===== src/rtl/game_pkg.sv =====
`default_nettype none
// ============================================================================
//  Module      : game_pkg
//  Description : Shared game constants and state encoding. Used by the
//                sequencer and by the renderer.
//  Revision    : 1.0 - initial release
// ============================================================================
package game_pkg;

    // Game state encoding, also decoded by the renderer
    typedef enum logic [2:0] {
        S_RUNNING    = 3'd0,
        S_GAME_OVER  = 3'd1,
        S_WIN        = 3'd2,
        S_LEVEL_DONE = 3'd3,
        S_IDLE       = 3'd4
    } game_state_t;

    // Geometry is held at 12 bits so that sums of 10-bit coordinates never wrap
    localparam logic [11:0] c_sprite_size  = 12'd16;
    localparam logic [11:0] c_goal_x_min   = 12'd580;  // player_x + 16 must exceed this
    localparam logic [11:0] c_goal_x_max   = 12'd630;  // player_x must not exceed this
    localparam logic [11:0] c_goal_y_min   = 12'd355;  // player_y + 16 lower bound (inclusive)
    localparam logic [11:0] c_goal_y_max   = 12'd360;  // player_y + 16 upper bound (inclusive)
    localparam logic [11:0] c_lava_floor_y = 12'd380;
    localparam logic [11:0] c_lava_col_x   = 12'd270;
    localparam logic [11:0] c_lava_col_w   = 12'd40;
    localparam logic [11:0] c_wall_w       = 12'd10;
    localparam logic [11:0] c_screen_h     = 12'd480;
    localparam logic [10:0] c_wall_x_max   = 11'd629;

endpackage : game_pkg
`default_nettype wire


===== src/rtl/lava_rise_timer.sv =====
`default_nettype none
// ============================================================================
//  Module      : lava_rise_timer
//  Description : Counts enabled frame ticks and emits a one-cycle rise pulse
//                on every RISE_DIV-th one.
//  Revision    : 1.0 - initial release
// ============================================================================
module lava_rise_timer #(
    parameter int RISE_DIV = 4
) (
    input  logic clk,
    input  logic rst,
    input  logic clear,
    input  logic enable,
    input  logic tick,
    output logic rise
);

    localparam int c_cnt_w = (RISE_DIV > 1) ? $clog2(RISE_DIV) : 1;
    localparam logic [c_cnt_w-1:0] c_last = c_cnt_w'(RISE_DIV - 1);

    logic [c_cnt_w-1:0] r_count;
    logic               w_wrap;

    assign w_wrap = (r_count == c_last);
    assign rise   = enable && tick && w_wrap;

    // Frame counter: cleared on level start, wraps after RISE_DIV enabled ticks
    always_ff @(posedge clk or posedge rst) begin
        if (rst) begin
            r_count <= '0;
        end else if (clear) begin
            r_count <= '0;
        end else if (enable && tick) begin
            r_count <= w_wrap ? '0 : r_count + 1'b1;
        end
    end

endmodule : lava_rise_timer
`default_nettype wire


===== src/rtl/game_sequencer.sv =====
`default_nettype none
// ============================================================================
//  Module      : game_sequencer
//  Description : Frame-driven game state machine: level progression, advancing
//                lava wall, rising lava column, death/goal detection and
//                player respawn pulses.
//  Revision    : 1.0 - initial release
// ============================================================================
module game_sequencer
    import game_pkg::*;
#(
    parameter int WALL_SPEED0  = 1,
    parameter int WALL_SPEED1  = 2,
    parameter int WALL_SPEED2  = 3,
    parameter int RISE_DIV     = 4,
    parameter int LAVA_MAX     = 200,
    parameter int INTER_FRAMES = 120
) (
    input  logic       clk,
    input  logic       rst,
    input  logic       frame_tick,
    input  logic       start_btn,
    input  logic [9:0] player_x,
    input  logic [9:0] player_y,
    output logic [2:0] game_state,
    output logic [1:0] level,
    output logic [9:0] lava_wall_x,
    output logic [9:0] lava_height,
    output logic       player_reset
);

    localparam int c_inter_w = (INTER_FRAMES > 1) ? $clog2(INTER_FRAMES) : 1;
    localparam logic [c_inter_w-1:0] c_inter_load = c_inter_w'(INTER_FRAMES - 1);
    localparam logic [9:0] c_lava_max = 10'(LAVA_MAX);

    game_state_t          r_state, w_state_nxt;
    logic [1:0]           r_level, w_level_nxt;
    logic [9:0]           r_wall, w_wall_nxt;
    logic [9:0]           r_lava, w_lava_nxt;
    logic [c_inter_w-1:0] r_inter, w_inter_nxt;
    logic                 r_player_reset, w_player_reset_nxt;

    logic [11:0] w_px, w_py, w_wall12, w_lava12;
    logic        w_death, w_goal;
    logic [10:0] w_speed, w_wall_sum;
    logic [9:0]  w_wall_step, w_lava_step;
    logic        w_rise, w_rise_en, w_rise_clear;

    assign w_px     = {2'b00, player_x};
    assign w_py     = {2'b00, player_y};
    assign w_wall12 = {2'b00, r_wall};
    assign w_lava12 = {2'b00, r_lava};

    // Death: touching the wall, below the lava floor, or inside the lava column
    assign w_death = (w_px < w_wall12 + c_wall_w)
                  || (w_py + c_sprite_size > c_lava_floor_y)
                  || ((w_px + c_sprite_size > c_lava_col_x)
                      && (w_px < c_lava_col_x + c_lava_col_w)
                      && (w_py + c_sprite_size + w_lava12 > c_screen_h));

    // Goal: sprite overlaps the goal rectangle
    assign w_goal = (w_px + c_sprite_size > c_goal_x_min)
                 && (w_px <= c_goal_x_max)
                 && (w_py + c_sprite_size >= c_goal_y_min)
                 && (w_py + c_sprite_size <= c_goal_y_max);

    // Per-level wall speed
    always_comb begin
        w_speed = 11'(WALL_SPEED2);
        case (r_level)
            2'd0:    w_speed = 11'(WALL_SPEED0);
            2'd1:    w_speed = 11'(WALL_SPEED1);
            default: w_speed = 11'(WALL_SPEED2);
        endcase
    end

    assign w_wall_sum  = {1'b0, r_wall} + w_speed;
    assign w_wall_step = (w_wall_sum > c_wall_x_max) ? c_wall_x_max[9:0] : w_wall_sum[9:0];
    assign w_lava_step = (r_lava < c_lava_max) ? r_lava + 10'd1 : r_lava;

    // Rise counter runs only on uneventful running frames
    assign w_rise_en    = (r_state == S_RUNNING) && !w_death && !w_goal;
    assign w_rise_clear = (start_btn && (r_state == S_IDLE || r_state == S_GAME_OVER || r_state == S_WIN))
                       || (frame_tick && (r_state == S_LEVEL_DONE) && (r_inter == '0));

    lava_rise_timer #(
        .RISE_DIV (RISE_DIV)
    ) u_rise_timer (
        .clk    (clk),
        .rst    (rst),
        .clear  (w_rise_clear),
        .enable (w_rise_en),
        .tick   (frame_tick),
        .rise   (w_rise)
    );

    // Next-state and next-register computation
    always_comb begin
        w_state_nxt        = r_state;
        w_level_nxt        = r_level;
        w_wall_nxt         = r_wall;
        w_lava_nxt         = r_lava;
        w_inter_nxt        = r_inter;
        w_player_reset_nxt = 1'b0;
        case (r_state)
            S_IDLE, S_GAME_OVER, S_WIN: begin
                if (start_btn) begin
                    w_state_nxt        = S_RUNNING;
                    w_level_nxt        = 2'd0;
                    w_wall_nxt         = '0;
                    w_lava_nxt         = '0;
                    w_inter_nxt        = '0;
                    w_player_reset_nxt = 1'b1;
                end
            end
            S_RUNNING: begin
                if (frame_tick) begin
                    if (w_death) begin
                        w_state_nxt = S_GAME_OVER;
                    end else if (w_goal) begin
                        if (r_level == 2'd2) begin
                            w_state_nxt = S_WIN;
                        end else begin
                            w_state_nxt = S_LEVEL_DONE;
                            w_inter_nxt = c_inter_load;
                        end
                    end else begin
                        w_wall_nxt = w_wall_step;
                        if (w_rise) begin
                            w_lava_nxt = w_lava_step;
                        end
                    end
                end
            end
            S_LEVEL_DONE: begin
                if (frame_tick) begin
                    if (r_inter == '0) begin
                        w_state_nxt        = S_RUNNING;
                        w_level_nxt        = r_level + 2'd1;
                        w_wall_nxt         = '0;
                        w_lava_nxt         = '0;
                        w_player_reset_nxt = 1'b1;
                    end else begin
                        w_inter_nxt = r_inter - 1'b1;
                    end
                end
            end
            default: begin
                w_state_nxt = S_IDLE;
            end
        endcase
    end

    // State and datapath registers
    always_ff @(posedge clk or posedge rst) begin
        if (rst) begin
            r_state        <= S_IDLE;
            r_level        <= 2'd0;
            r_wall         <= '0;
            r_lava         <= '0;
            r_inter        <= '0;
            r_player_reset <= 1'b0;
        end else begin
            r_state        <= w_state_nxt;
            r_level        <= w_level_nxt;
            r_wall         <= w_wall_nxt;
            r_lava         <= w_lava_nxt;
            r_inter        <= w_inter_nxt;
            r_player_reset <= w_player_reset_nxt;
        end
    end

    assign game_state   = r_state;
    assign level        = r_level;
    assign lava_wall_x  = r_wall;
    assign lava_height  = r_lava;
    assign player_reset = r_player_reset;

endmodule : game_sequencer
`default_nettype wire


===== config.mk =====
export PLATFORM = sky130hd
export DESIGN_NAME = game_sequencer
export DESIGN_NICKNAME = d
export VERILOG_FILES = /design/src/rtl/game_pkg.sv /design/src/rtl/lava_rise_timer.sv /design/src/rtl/game_sequencer.sv
export SDC_FILE = /design/constraint.sdc
export NUM_CORES = 1
export LEC_CHECK = 0
export ABC_AREA = 1
export CORE_MARGIN = 5
export CORE_UTILIZATION = 30
export CTS_BUF_LIST = sky130_fd_sc_hd__clkbuf_4 sky130_fd_sc_hd__clkbuf_8 sky130_fd_sc_hd__clkbuf_16
export CTS_CLUSTER_SIZE = 12
export DETAILED_ROUTE_END_ITERATION = 10
export GPL_TIMING_DRIVEN = 0
export SLEW_MARGIN = 20
export SYNTH_ARGS = -nofsm -noshare
export SYNTH_HDL_FRONTEND = slang
export SYNTH_SLANG_ARGS = --single-unit

===== constraint.sdc =====
create_clock -name clk -period 6.6 [get_ports clk]
set_clock_uncertainty 0.15 [all_clocks]
set_input_delay 0.99 -clock clk [delete_from_list [all_inputs] [get_ports clk]]
set_output_delay 0.99 -clock clk [all_outputs]
set_load 0.02 [all_outputs]

==> results of run 1 <==
[Yosys cell counts (all sizes together) (2+ instances only)]
master  count
a31oi       2
ha         33
inv        79
nor2       57
or2         4
xnor2       5
buf         6
o21ai      29
nor3       11
a22oi       4
xor2       13
dfrtp      34
nand3b      6
nand2     158
fa          2
a21oi      21
nand3      53
clkbuf      2
nor3b       2
nand4      11
[per-stage QoR]
step | hold WS, ns | utilization [%] | setup slack, ns | instance area, um^2
after global placement | 0.3089 | 36.64 | 2.322 | 4219
after floorplan | 0.2959 | - | 3.242 | 3560
after CTS | 0.3546 | 38.03 | 2.537 | 4379
final | 0.3490 | 38.03 | 2.548 | 4379
after detailed placement | 0.3431 | 36.64 | 2.264 | 4219
after global routing | 0.3875 | 38.03 | 2.223 | 4379
[cell type report]
cell class                 count  share of cell area (%)
sequential                    35                   20.03
inverter                      80                   6.857
multi-input combinational    420                   53.37
timing repair buffer          48                   10.97
buffer                         8                   1.029
clock buffer                   8                   3.657
tap                          143                   4.086
[logic make-up (layout without fill, tap and decap cells)]
logic type	Yosys count	after routing	share of synthesized area, %
AND/OR/NAND/NOR	304	304	38.14
buffers and inverters	88	144	9.701
AO/OA/AOI/OAI	63	63	10.37
adder cells (fa/ha/maj)	35	35	12.72
flip-flops	35	35	24.64
XOR/XNOR	18	18	4.429
[worst min path at each step]
stage,from,endpoint,slack (ns),cells past startpoint
4_1_cts,u_rise_timer.r_count[1],u_rise_timer.r_count[1],0.35,2
3_5_place_dp,u_rise_timer.r_count[1],u_rise_timer.r_count[1],0.34,2
6_report,u_rise_timer.r_count[1],u_rise_timer.r_count[1],0.35,2
5_1_grt,u_rise_timer.r_count[1],u_rise_timer.r_count[1],0.39,2
3_3_place_gp,u_rise_timer.r_count[1],u_rise_timer.r_count[1],0.31,2
2_1_floorplan,u_rise_timer.r_count[1],u_rise_timer.r_count[1],0.30,2
[power groups by stage]
stage	Sequential [mW]	Combinational [mW]	Clock, mW
final	0.290	0.460	0.248
after global routing	0.296	0.519	0.264
after CTS	0.290	0.465	0.253
after detailed placement	0.293	0.462	0
after global placement	0.292	0.449	0
after floorplan	0.304	0.311	0
[state kept, by name (all words and copies together) (netlist names)]
name / count
lava_height: 10
lava_wall_x: 10
r_inter: 7
game_state: 3
level: 2
u_rise_timer.r_count: 2
player_reset: 1
[layer usage]
layer	GRT usage (%)	wire, um
met1	17.24	4411
met2	21.67	4168
met3	2.654	399
met4	2.534	101
met5	0	0
[critical path: cells and delay by family]
kind	cells	cell delay, ns
buffers and inverters	5	0.91
adder cells (fa/ha/maj)	2	0.63
AO/OA/AOI/OAI	2	0.25
AND/OR/NAND/NOR	11	1.02
XOR/XNOR	1	0.28
==> results_tabular.tex, run 1 <==
\begin{tabular}{lr}
\hline
Metric & Value \\
\hline
\multicolumn{2}{l}{\textbf{Die}} \\
Area of the core region & 11520 um\^{}2 \\
Number of ports placed on the die boundary & 50 \\
Die H & 118.9 um \\
Die Area & about 14000 um\^{}2 \\
Number of cell rows & 39 \\
X dimension of the die & approximately 120 um \\
Initial Utilization & 30.91\% \\
\multicolumn{2}{l}{\textbf{STA}} \\
Max Transition Viols Final & 0 \\
Setup\_tns & 0 ns \\
Final setup fails & 0 \\
Final Hold Viols & 0 \\
RSZ-0062 raised after global routing & no \\
Final critical delay including setup and external delays & approximately 4 ns \\
Maximum clock frequency & 0.2468 GHz \\
Ratio of final minimum period to clock period & 61.40\% \\
Transition time at the pin with the least slew margin & 0.7312 ns \\
Headroom to the max-slew limit & 51.19\% \\
\multicolumn{2}{l}{\textbf{CTS}} \\
Number of hold-repair buffers added at the cts stage & 0 \\
Clk sinks & 35 \\
Number of buffers created by CTS & 5 \\
TritonCTS clock tree & built \\
Clk root buf & clkbuf\_16 \\
Post-CTS sizing & 0 \\
Clock latency at the later pin of the worst-skew pair & 0.27 ns \\
Clock transition at the registers of the reported paths & 0.05 ns \\
Buffer levels on the longest clock path & 2 \\
Number of setup buffers added after CTS & 0 \\
Number of levels in the clock H-tree & 2 \\
\multicolumn{2}{l}{\textbf{Route}} \\
WL final & a little over 9 mm \\
Total vias in the final route & 3534 \\
Per-cell via count in the routed design & $\sim$4.8 \\
Number of optimization iterations in the first detailed-route pass & 4 \\
Final routed wire length divided by cell count & between 10 and 15 um \\
Violation count after the first detailed-routing iteration & 120 \\
Number of nets with antenna violations after detailed routing & 0 \\
Drc violations & 0 \\
\multicolumn{2}{l}{\textbf{Place}} \\
Instance count after placement with tap cells included & roughly 730 \\
Global placement routability congestion & 0.8567 \\
Post-DP HPWL & around 7.3 mm \\
Port Buffers & 48 \\
\multicolumn{2}{l}{\textbf{Global routing}} \\
Largest net degree at the start of global routing & 36 \\
Total overflow reported by the global router & 0 \\
Global-route wire length before repair & 15.62 mm \\
Number of antenna violations at the first check in global routing & 0 \\
Vias in the first global route & $\sim$3400 \\
Total Routing Usage GR & about 13\% \\
\multicolumn{2}{l}{\textbf{Cells and area}} \\
Antenna Diode Count & 0 \\
Commonest non-fill, non-tap cell in the layout & nand2\_1 \\
Commonest non-fill, non-tap cells in the layout & nand2\_1 (152), inv\_1 (74), nor2\_1 (54) \\
Total area of multi-input combinational cells & 2337 um\^{}2 \\
Area grow syn2layout & 23.02\% \\
Register area & 877.1 um\^{}2 \\
Fill cell instance count of the final layout & 1237 \\
Number of nets in the layout & 657 \\
Fraction of final layout cells with drive strength greater than 1 & 7.513\% \\
Final cell count without fillers & 742 \\
\multicolumn{2}{l}{\textbf{Pwr}} \\
Sw Share & 41.28\% \\
Proportion of power drawn by flip-flops and latches & 29.1\% \\
Worst supply voltage drop on vdd & 0.0001623 V \\
Pwr Total & 0.9977 mW \\
Cell Int Power & approximately 0.59 mW \\
Cell Pwr Density & 227.8 nW/um\^{}2 \\
Logic gate share of total power & between 40\% and 50\% \\
Net load switching power & about 0.41 mW \\
Total leakage power & 2.187 nW \\
Clk network pwr share & 24.8\% \\
\multicolumn{2}{l}{\textbf{Critical path}} \\
CP arrival & 4.11 ns \\
Launching instance or port of the critical path & player\_y[4] \\
Endpoint of the worst register-to-register path & lava\_wall\_x[0] \\
Cells along the critical path & clkdlybuf4s50\_1 > ha\_1 > xnor2\_1 > inv\_1 > ha\_1 > nand2\_1 > inv\_1 > a21oi\_1 > nand2\_1 > nand2\_1 > nand2\_1 > inv\_1 > nand3\_1 > nand2\_1 > nand2\_1 > nand3\_2 > nand2\_1 > nand2\_2 > buf\_6 > nand2\_1 > o21ai\_2 \\
Required time worst endpoint & 6.65 ns \\
Critical path startpoint category & input pin \\
Largest fanout of any net on the critical path & 10 \\
Beginning of the worst register-to-register path & level[1] \\
Setup slack of the most critical reg-to-reg path & roughly 3.5 ns \\
Start-to-end type of the worst setup path & in2reg \\
End point of the critical path & lava\_wall\_x[1] \\
Critical Path Max Stage Delay & 0.52 ns \\
Count of cells along the worst register-to-register path & 17 \\
Type of destination of the critical path & flop \\
Slowest stage cell, crit path & clkdlybuf4s50\_1 \\
Crit-path most repeated cell & nand2\_1 \\
\multicolumn{2}{l}{\textbf{Outcome}} \\
Result of the run & complete, no violations \\
\multicolumn{2}{l}{\textbf{Synth}} \\
Fraction of post-synthesis cell area in the top cell type by area & 23.90\% \\
Syn avg cell area & 6.556 um\^{}2 \\
Post-Syn Instances & roughly 540 \\
Top FF cell, synth & dfrtp\_1 \\
Yosys warning total & 0 \\
Share of synthesized registers carrying an async set or reset & 100.0\% \\
Share of the yosys chip area belonging to registers & 24.64\% \\
Cell area after technology mapping & around 3600 um\^{}2 \\
Top post-synthesis cells by area & dfrtp\_1 (24\%), nand2\_1 (16\%), ha\_1 (12\%) \\
Synthesized flop and latch total & 35 \\
Post-synth EDFFs & 0 \\
Synthesized net count & 602 \\
Cell type with the highest aggregate area in the netlist & dfrtp\_1 \\
Post-synth cell types & 44 \\
\multicolumn{2}{l}{\textbf{Hold path}} \\
Path type of the worst min-delay path & reg2reg \\
\multicolumn{2}{l}{\textbf{Run}} \\
Number of max-cap violations & 0 \\
\hline
\end{tabular}
(Power assumes the default switching activity.)
==> run 2, diff against run 1 <==
clock period = 3.54 ns   (was 6.6 ns; I/O delays follow)
==> run 2 against run 1 <==
Compared with the run above: hold slack about the same; via count hardly changed; highest routed layer unchanged; final cell count did not move.
==> results_tabular.tex, run 2 (same netlist as run 1, synthesis figures left out) <==
\begin{tabular}{lr}
\hline
Metric & Value \\
\hline
\multicolumn{2}{l}{\textbf{Outcome}} \\
Result of the run & complete, no violations \\
\multicolumn{2}{l}{\textbf{STA}} \\
Final Hold Viols & 0 (unchanged) \\
Max Transition Viols Final & 0 (unchanged) \\
Final setup fails & 0 (unchanged) \\
RSZ-0062 raised after global routing & no \\
Worst setup slack after layout & 0.3107 ns (-2.237 ns) \\
Maximum clock frequency & 0.3097 GHz \\
Final critical delay including setup and external delays & 3.229 ns \\
Headroom to the max-slew limit & 51.16\% (about the same) \\
Ratio of final minimum period to clock period & 91.22\% \\
Transition time at the pin with the least slew margin & 0.7316 ns (+0.0004307 ns) \\
\multicolumn{2}{l}{\textbf{Hold path}} \\
Startpoint of the tightest hold check path & u\_rise\_timer.r\_count[1] \\
Cells on Worst Hold Path & 2 (unchanged) \\
End point of the most critical hold path & u\_rise\_timer.r\_count[1] \\
Path type of the worst min-delay path & reg2reg \\
\multicolumn{2}{l}{\textbf{CTS}} \\
Clk sinks & 35 (unchanged) \\
Number of hold-repair buffers added at the cts stage & 0 (unchanged) \\
Number of levels in the clock H-tree & 2 (unchanged) \\
Number of buffers created by CTS & 5 (unchanged) \\
Clk root buf & clkbuf\_16 \\
TritonCTS clock tree & built \\
Clock latency at the later pin of the worst-skew pair & 0.27 ns (about the same) \\
Buffer levels on the longest clock path & 2 (unchanged) \\
Number of setup buffers added after CTS & 0 (unchanged) \\
Clock transition at the registers of the reported paths & 0.05 ns (about the same) \\
\multicolumn{2}{l}{\textbf{Critical path}} \\
Setup slack of the most critical reg-to-reg path & 0.43 ns (-3.06 ns) \\
Launching instance or port of the critical path & player\_y[0] \\
Cells along the critical path & clkdlybuf4s50\_1 > ha\_1 > fa\_1 > or2\_2 > a21oi\_1 > nand3\_1 > nor2\_1 > nor2\_1 > nand3\_1 > nand2\_1 > nand2\_1 > nand3\_2 > nand2\_2 > nand2\_2 > buf\_6 > nand2\_1 > o21ai\_2 \\
Family of cells with the greatest summed delay on the critical path & simple AND/OR/NAND/NOR gates \\
Number of buffer and inverter stages on the critical path & 2 (-3) \\
CP arrival & 3.24 ns (-0.87 ns) \\
Type of destination of the critical path & flop \\
Required time worst endpoint & 3.56 ns (-3.09 ns) \\
Endpoint of the worst register-to-register path & lava\_wall\_x[0] \\
Beginning of the worst register-to-register path & level[1] \\
Start-to-end type of the worst setup path & in2reg \\
Slowest stage cell, crit path & clkdlybuf4s50\_1 \\
Largest fanout of any net on the critical path & 10 (unchanged) \\
Critical path startpoint category & input pin \\
Crit-path most repeated cell & nand2\_1 \\
Critical Path Max Stage Delay & 0.47 ns (-0.05 ns) \\
Count of cells along the worst register-to-register path & 17 (unchanged) \\
\multicolumn{2}{l}{\textbf{Route}} \\
Total vias in the final route & 3537 (+0.085\%) \\
Number of nets with antenna violations after detailed routing & 0 (unchanged) \\
Final routed wire length divided by cell count & 12.27 um (+0.24\%) \\
WL final & 9.103 mm (+0.24\%) \\
Per-cell via count in the routed design & 4.767 (about the same) \\
Drc violations & 0 (unchanged) \\
Violation count after the first detailed-routing iteration & 127 (+5.8\%) \\
Number of optimization iterations in the first detailed-route pass & 5 (+1) \\
\multicolumn{2}{l}{\textbf{Cells and area}} \\
Fraction of final layout cells with drive strength greater than 1 & 8.848\% (+1.3 points) \\
Antenna Diode Count & 0 (unchanged) \\
Commonest non-fill, non-tap cells in the layout & nand2\_1 (149), inv\_1 (74), nor2\_1 (53) \\
Number of nets in the layout & 657 (unchanged) \\
Register area & 877.1 um\^{}2 (unchanged) \\
Commonest non-fill, non-tap cell in the layout & nand2\_1 \\
Total area of multi-input combinational cells & 2380 um\^{}2 (+1.8\%) \\
Final cell count without fillers & 742 (unchanged) \\
Area grow syn2layout & 24.29\% \\
Fill cell instance count of the final layout & 1239 (+0.16\%) \\
\multicolumn{2}{l}{\textbf{Global routing}} \\
Total overflow reported by the global router & 0 (unchanged) \\
Number of antenna violations at the first check in global routing & 0 (unchanged) \\
Vias in the first global route & 3363 (+0.15\%) \\
Largest net degree at the start of global routing & 36 (unchanged) \\
Global-route wire length before repair & 15.61 mm (about the same) \\
Total Routing Usage GR & 12.89\% (about the same) \\
\multicolumn{2}{l}{\textbf{Pwr}} \\
Sw Share & 41.35\% (+0.065 points) \\
Logic gate share of total power & 46.4\% (+0.3 points) \\
Cell Int Power & 1.095 mW (+87\%) \\
Cell Pwr Density & 422.1 nW/um\^{}2 (+85\%) \\
Net load switching power & 0.7721 mW (+87\%) \\
Clk network pwr share & 24.7\% (about the same) \\
Proportion of power drawn by flip-flops and latches & 28.9\% (-0.2 points) \\
Total leakage power & 2.219 nW (+1.5\%) \\
Worst supply voltage drop on vdd & 0.0003082 V (+90\%) \\
\multicolumn{2}{l}{\textbf{Die}} \\
X dimension of the die & 118.9 um (unchanged) \\
Initial Utilization & 30.91\% (unchanged) \\
Area of the core region & 11520 um\^{}2 (unchanged) \\
Die H & 118.9 um (unchanged) \\
Die Area & 14140 um\^{}2 (unchanged) \\
Number of ports placed on the die boundary & 50 (unchanged) \\
Number of cell rows & 39 (unchanged) \\
\multicolumn{2}{l}{\textbf{Place}} \\
Placement Setup Slack & -0.3375 ns (-2.601 ns) \\
Instance count after placement with tap cells included & 734 (unchanged) \\
Port Buffers & 48 (unchanged) \\
Post-DP HPWL & 7.303 mm (unchanged) \\
Global placement routability congestion & 0.8567 (unchanged) \\
\multicolumn{2}{l}{\textbf{Run}} \\
Number of max-cap violations & 0 (unchanged) \\
\hline
\end{tabular}
[run 2: cell count changes in the layout (fill, tap and decap cells not counted), moves of 2 or more]
| cell | change |
|---|---|
| clkdlybuf4s50_1 | -4 |
| dlymetal6s2s_1 | +3 |
| ha_1 | -2 |
| ha_4 | +2 |
| nand2_1 | -3 |
| nand2_2 | +3 |
[run 2: cell type report]
class	count	area share, %
Tap cell	143	4.044
Buffer	8	1.018
Clock buffer	8	3.620
Multi-Input combinational cell	420	53.79
Timing Repair Buffer	48	10.92
Sequential cell	35	19.82
Inverter	80	6.787
[run 2: timing repair]
item / 4_1_cts / 5_1_grt
resized for setup: 3 / 12
endpoints found under the setup margin: 10 / 31
pin swaps: 0 / 0
endpoints found under the hold margin: 0 / 0
[run 2: worst register-to-register path: cells and delay by family, from the launching register on]
family / cells / cell delay, ns
compound gates: 2 / 0.22
xor+xnor: 1 / 0.17
fa+ha+maj: 3 / 0.77
buf+inv: 5 / 0.41
flops: 1 / 0.37
simple gates: 6 / 0.94
[run 2: worst max path at each step]
stage	to	slack [ns]	cells past startpoint
floorplan	lava_wall_x[1]	0.64	19
global placement	lava_wall_x[7]	-0.28	20
detailed placement	lava_wall_x[1]	-0.34	20
CTS	lava_wall_x[1]	0.03	20
global route	lava_wall_x[8]	0.07	23
finish	lava_wall_x[1]	0.31	17
[run 2: through the flow]
step           power [mW]  area (um^2)  utilization [%]  TNS (ns)  hold slack (ns)
6_report            1.867         4424            38.42         0           0.3490
5_1_grt             2.017         4424            38.42         0           0.3875
4_1_cts             1.880         4388            38.10         0           0.3546
3_5_place_dp        1.408         4219            36.64    -7.387           0.3431
3_3_place_gp        1.381         4219            36.64    -5.645           0.3089
2_1_floorplan       1.146         3560                -         0           0.2959
[run 2: layer usage]
| metal | share of wire, % | up-vias | GRT usage [%] |
|---|---|---|---|
| li1 | - | 1876 | - |
| met2 | 46 | 68 | 21.71 |
| met1 | 48 | 1578 | 17.22 |
| met4 | 1.3 | 0 | 2.534 |
| met5 | 0 | - | 0 |
| met3 | 4.4 | 15 | 2.654 |
[run 2: power by group through the flow]
| stage | sequential, mW | clock [mW] | combinational, mW |
|---|---|---|---|
| floorplan | 0.566 | 0 | 0.580 |
| finish | 0.540 | 0.461 | 0.866 |
| detailed placement | 0.547 | 0 | 0.862 |
| global placement | 0.544 | 0 | 0.837 |
| CTS | 0.541 | 0.472 | 0.867 |
| global route | 0.552 | 0.492 | 0.974 |
==> run 3, diff against run 2 <==
TNS_END_PERCENT = 20   (was not set)
==> results of run 3 <==
The final DEF is identical to that of run 2; final timing and power are the same.
